## src/rtl/oam_dma.sv

```systemverilog
// Sprite OAM DMA engine: on a $4014 write it halts the CPU and copies one 256-byte
// CPU page into PPU OAMDATA, one read/write cycle pair per byte.
module oam_dma #(
    parameter logic [2:0] OAMDATA_ADDR = 3'd4,
    parameter bit         ALIGN_EN     = 1'b1
) (
    input  logic        CLK,
    input  logic        RESET_n,
    input  logic        REG_WR,
    input  logic [7:0]  REG_DATA,
    output logic        CPU_RDY,
    output logic        DMA_ACTIVE,
    output logic [15:0] BUS_ADDR,
    output logic        BUS_RD,
    input  logic [7:0]  BUS_DATA_IN,
    output logic [2:0]  PPU_CPU_ADDR,
    output logic [7:0]  PPU_CPU_DATA,
    output logic        PPU_CPU_wren,
    output logic [2:0]  DBG_STATE
);

    typedef enum logic [2:0] {
        IDLE  = 3'd0,
        HALT  = 3'd1,
        ALIGN = 3'd2,
        READ  = 3'd3,
        WRITE = 3'd4
    } state_e;

    state_e     state_q, state_d;
    logic [7:0] page_q, page_d;
    logic [7:0] idx_q, idx_d;
    logic [7:0] data_q, data_d;
    logic       parity_q;

    // State register: everything clears asynchronously, so a mid-transfer reset
    // drops the bus immediately and nothing is replayed.
    always_ff @(posedge CLK or negedge RESET_n) begin
        if (!RESET_n) begin
            state_q  <= IDLE;
            page_q   <= 8'h00;
            idx_q    <= 8'h00;
            data_q   <= 8'h00;
            parity_q <= 1'b0;
        end else begin
            state_q  <= state_d;
            page_q   <= page_d;
            idx_q    <= idx_d;
            data_q   <= data_d;
            parity_q <= ~parity_q;
        end
    end

    // Handshake: REG_WR is a one-cycle strobe accepted only in IDLE (strobes in
    // any other state are dropped); CPU_RDY=0 means the DMA owns the CPU bus.
    always_comb begin
        state_d = state_q;
        page_d  = page_q;
        idx_d   = idx_q;
        data_d  = data_q;
        case (state_q)
            IDLE: begin
                if (REG_WR) begin
                    page_d  = REG_DATA;
                    idx_d   = 8'h00;
                    state_d = HALT;
                end
            end
            HALT: begin
                // Reads must land on parity-0 cycles; burn one cycle if READ would be odd.
                if (ALIGN_EN && !parity_q) state_d = ALIGN;
                else                       state_d = READ;
            end
            ALIGN: state_d = READ;
            READ: begin
                data_d  = BUS_DATA_IN;
                state_d = WRITE;
            end
            WRITE: begin
                idx_d   = idx_q + 8'h01;
                state_d = (idx_q == 8'hFF) ? IDLE : READ;
            end
            default: state_d = IDLE;
        endcase
    end

    always_comb begin
        CPU_RDY      = 1'b1;
        DMA_ACTIVE   = 1'b0;
        BUS_RD       = 1'b0;
        PPU_CPU_wren = 1'b0;
        PPU_CPU_ADDR = 3'd0;
        case (state_q)
            IDLE: begin
                CPU_RDY    = 1'b1;
                DMA_ACTIVE = 1'b0;
            end
            HALT, ALIGN: begin
                CPU_RDY    = 1'b0;
                DMA_ACTIVE = 1'b1;
            end
            READ: begin
                CPU_RDY    = 1'b0;
                DMA_ACTIVE = 1'b1;
                BUS_RD     = 1'b1;
            end
            WRITE: begin
                CPU_RDY      = 1'b0;
                DMA_ACTIVE   = 1'b1;
                PPU_CPU_wren = 1'b1;
                PPU_CPU_ADDR = OAMDATA_ADDR;
            end
            default: begin
                CPU_RDY    = 1'b1;
                DMA_ACTIVE = 1'b0;
            end
        endcase
    end

    assign BUS_ADDR     = {page_q, idx_q};
    assign PPU_CPU_DATA = data_q;
    assign DBG_STATE    = state_q;

endmodule

```

## config.mk

```make
export PLATFORM = sky130hd
export DESIGN_NAME = oam_dma
export DESIGN_NICKNAME = d
export VERILOG_FILES = /design/src/rtl/oam_dma.sv
export SDC_FILE = /design/constraint.sdc
export NUM_CORES = 1
export LEC_CHECK = 0
export CAP_MARGIN = 20
export CORE_MARGIN = 2
export CORE_UTILIZATION = 45
export DETAILED_ROUTE_END_ITERATION = 10
export GPL_TIMING_DRIVEN = 1
export HOLD_SLACK_MARGIN = 0.06
export PLACE_DENSITY = 0.93
export SLEW_MARGIN = 20
export SYNTH_ARGS = -nofsm -noshare
export SYNTH_HDL_FRONTEND = slang
export SYNTH_SLANG_ARGS = --single-unit
```

## constraint.sdc

```tcl
create_clock -name CLK -period 3.1 [get_ports CLK]
set_input_delay 0.62 -clock CLK [delete_from_list [all_inputs] [get_ports CLK]]
set_output_delay 0.62 -clock CLK [all_outputs]
set_load 0.05 [all_outputs]
```

==> results.md <==
- PwrDens: 371.4 nW/um2
- Cell Area, Synth: between 1000 and 1500 um2
- Die area: about 3200 um2
- Multi-input logic area: approximately 490 um2
- WL final: between 3000 and 4000 um
- Clock Skews: 0.005647 ns
- Number of nets in the layout: 188
- Worst-path clk slew: around 0.15 ns
- Synth top area cells: dfrtp_1, nand2_1, mux2_2
- Layout Utilization: about 66%
- Tightest Pin Transition: 0.5272 ns
- Design Power: 667.7 uW
- F_max: approximately 0.35 GHz
- Die span in x: 56.99 um
- Layout cell share with drive strength beyond 1: between 10% and 20%
- Total number of yosys warnings: 0
- Tmin final: 2.862 ns
- # IOs: 53
- Startpoint types: flop
- Synth Register Bits: 28
- Setup Crit Path Kind: reg2out
- Mapped Cells: around 120
- Avg Inst Size Synth: 10.62 um2
- Largest net degree at the start of global routing: 29
- Setup TNS: 0 ns
- First-pass GRT wire length: 4933 um
- Diode count: 0
- Hold Path Class: reg2reg
- WP data required: ~2.5 ns
- CTS buffer count: 3
- Hold buffers post-CTS: 0
- Initial drt markers: 9
- Status: finished, final reports clean
- Vias in the first global route: about 1100
- Maximum buffer depth of the clock tree: 2
- CP max FO: 9
- H-tree depth: 1
- Count of cell types in the netlist: 30
- Detailed placement HPWL: between 2000 and 2500 um
- Worst vdd ir: roughly 0.00038 V
- Area Growth Syn to Fin: 42.28%
- Clock Latency Late Sink: 0.33 ns
- Residual DRC: 0
- Element type at the critical path end: output pin
- Initial antenna violation count: 0
- FP Rows: 19
- Post-route ant nets: 0
- Final setup fails: 0
- Initial Util: between 40% and 50%
- Storage cell area: 700.7 um2
- Total grt overflow: 0
- TritonRoute pass-1 iters: 4
- Final Slew Violations: 0
- Period utilisation layout: 92.33%
- Fillers: 204
- Slew margin rel.: between 60% and 70%
- Root buffer cell: clkbuf_4
- Core footprint: 2710 um2
- Die Y: 56.99 um
- WP data arrival: around 2.2 ns
- Cell taking the most area after synthesis: dfrtp_1
- TritonCTS clock tree: yes
- Via count: 1057
- Max Cap Viol: 0
- Wire length per cell: 15.17 um
- Static Leak: between 0.0007 and 0.0008 uW
- Placer Congestion: roughly 0.9
- RSZ-0062 raised after global routing: no
- GR Util All Layers: 19.78%
- Yosys top cell area share: 55.45%
- PortBufs: 50
- Final number of hold-violating endpoints: 0
- DR vias/cell: approximately 5.3
- CTS sink cnt: 28
- Seq/Total Area, Yosys: around 55%
-- layer usage --
metal / vias to the layer above / GRT usage, % / part of all wire, %
met5: - / 0 / 0
met4: 0 / 10.30 / 3.1
met3: 10 / 5.442 / 8.4
met2: 56 / 32.51 / 50
met1: 499 / 23.80 / 39
li1: 492 / - / -
-- through the flow --
stage	setup slack (ns)	hold slack, ns	cell area (um2)	std cells
final	0.2379	0.4537	1798	198
after global routing	0.09630	0.4750	1798	198
after CTS	0.01241	0.4545	1795	198
after detailed placement	0.3857	0.4347	1760	194
after global placement	0.4661	0.4151	1760	194
after floorplan	0.2749	0.3244	1267	120
-- power breakdown --
group	leakage [uW]	switching [uW]	internal [uW]
combinational	0.000428	64.4	44.6
clock	0.0000210	105	71.9
sequential	0.000341	6.24	376
total	0.000790	175	492
-- critical path, stage by stage (launching register included) --
cell	delay [ns]
dfrtp_1	0.53
nand2_1	0.13
nor2_2	0.36
clkdlybuf4s50_1	0.89
-- area by class of cell --
cell class                 count  area share [%]
sequential                    28           38.97
timing repair buffer          52           28.74
inverter                       3          0.6263
clock buffer                   4           2.018
tap                           31           2.157
multi-input combinational     80           27.49
-- synth_stat cells --
cell      count
mux2_2        8
nor2_1        3
buf_4         4
o22a_1        1
conb_1        1
inv_1         2
xor2_1        1
or4b_1        1
or3b_1        1
buf_2         4
nor4_2        1
ha_1          1
a21o_1        1
o311ai_0      1
nand2_1      35
mux2_4        1
o211ai_1      1
buf_6         1
inv_2         1
xnor2_1       1
nand4_1       2
or4_1         2
nor3_1        1
o21ai_0       4
nand3_1       6
dfrtp_1      28
mux2_1        1
mux2i_1       3
nor2_2        1
nor4b_2       1
-- kinds of logic after synthesis --
logic type / share of synthesized area [%]
and+or+nand+nor: 20.40
muxes: 11.58
AOI/OAI and AO/OA: 4.159
adders and majority gates: 0.9899
other: 0.2967
DFF: 55.45
buffers and inverters: 5.743
xor gates and xnor gates: 1.386
-- sequential cells by signal (all words and copies together), names as in the netlist --
register and cells:
idx_q 8, PPU_CPU_DATA 8, parity_q 1, page_q 8, DBG_STATE 3
-- final timing paths --
path	end	start	depth (start not counted)	slack [ns]
setup / recovery	BUS_RD	DBG_STATE[0]	3	0.24
hold / removal	parity_q	parity_q	1	0.45
setup reg to reg	idx_q[4]	DBG_STATE[2]	3	1.14
hold reg to reg	parity_q	parity_q	1	0.45
max in group asynchronous	PPU_CPU_DATA[2]	RESET_n	2	2.17
min in group asynchronous	page_q[7]	RESET_n	2	0.66
-- placed cells by master (no fill, tap or decap) --
cell,count
a21o_1,1
buf_4,2
clkbuf_4,3
clkbuf_8,1
clkdlybuf4s50_1,48
conb_1,2
dfrtp_1,28
dlygate4sd2_1,1
dlymetal6s2s_1,1
ha_1,1
inv_1,2
inv_2,1
mux2_1,1
mux2_2,8
mux2_4,1
mux2i_1,3
nand2_1,35
nand3_1,6
nand4_1,2
nor2_1,3
nor2_2,1
nor3_1,1
nor4_2,1
nor4b_2,1
o211ai_1,1
o21ai_0,4
o22a_1,1
o311ai_0,1
or3b_1,1
or4_1,2
or4b_1,1
xnor2_1,1
xor2_1,1
-- what timing repair did --
action | CTS | global route
gates resized for setup | 1 | 1
setup endpoints to repair | 1 | 1
buffers inserted | 0 | 0
Note: power is estimated with default switching activity, not from simulation.
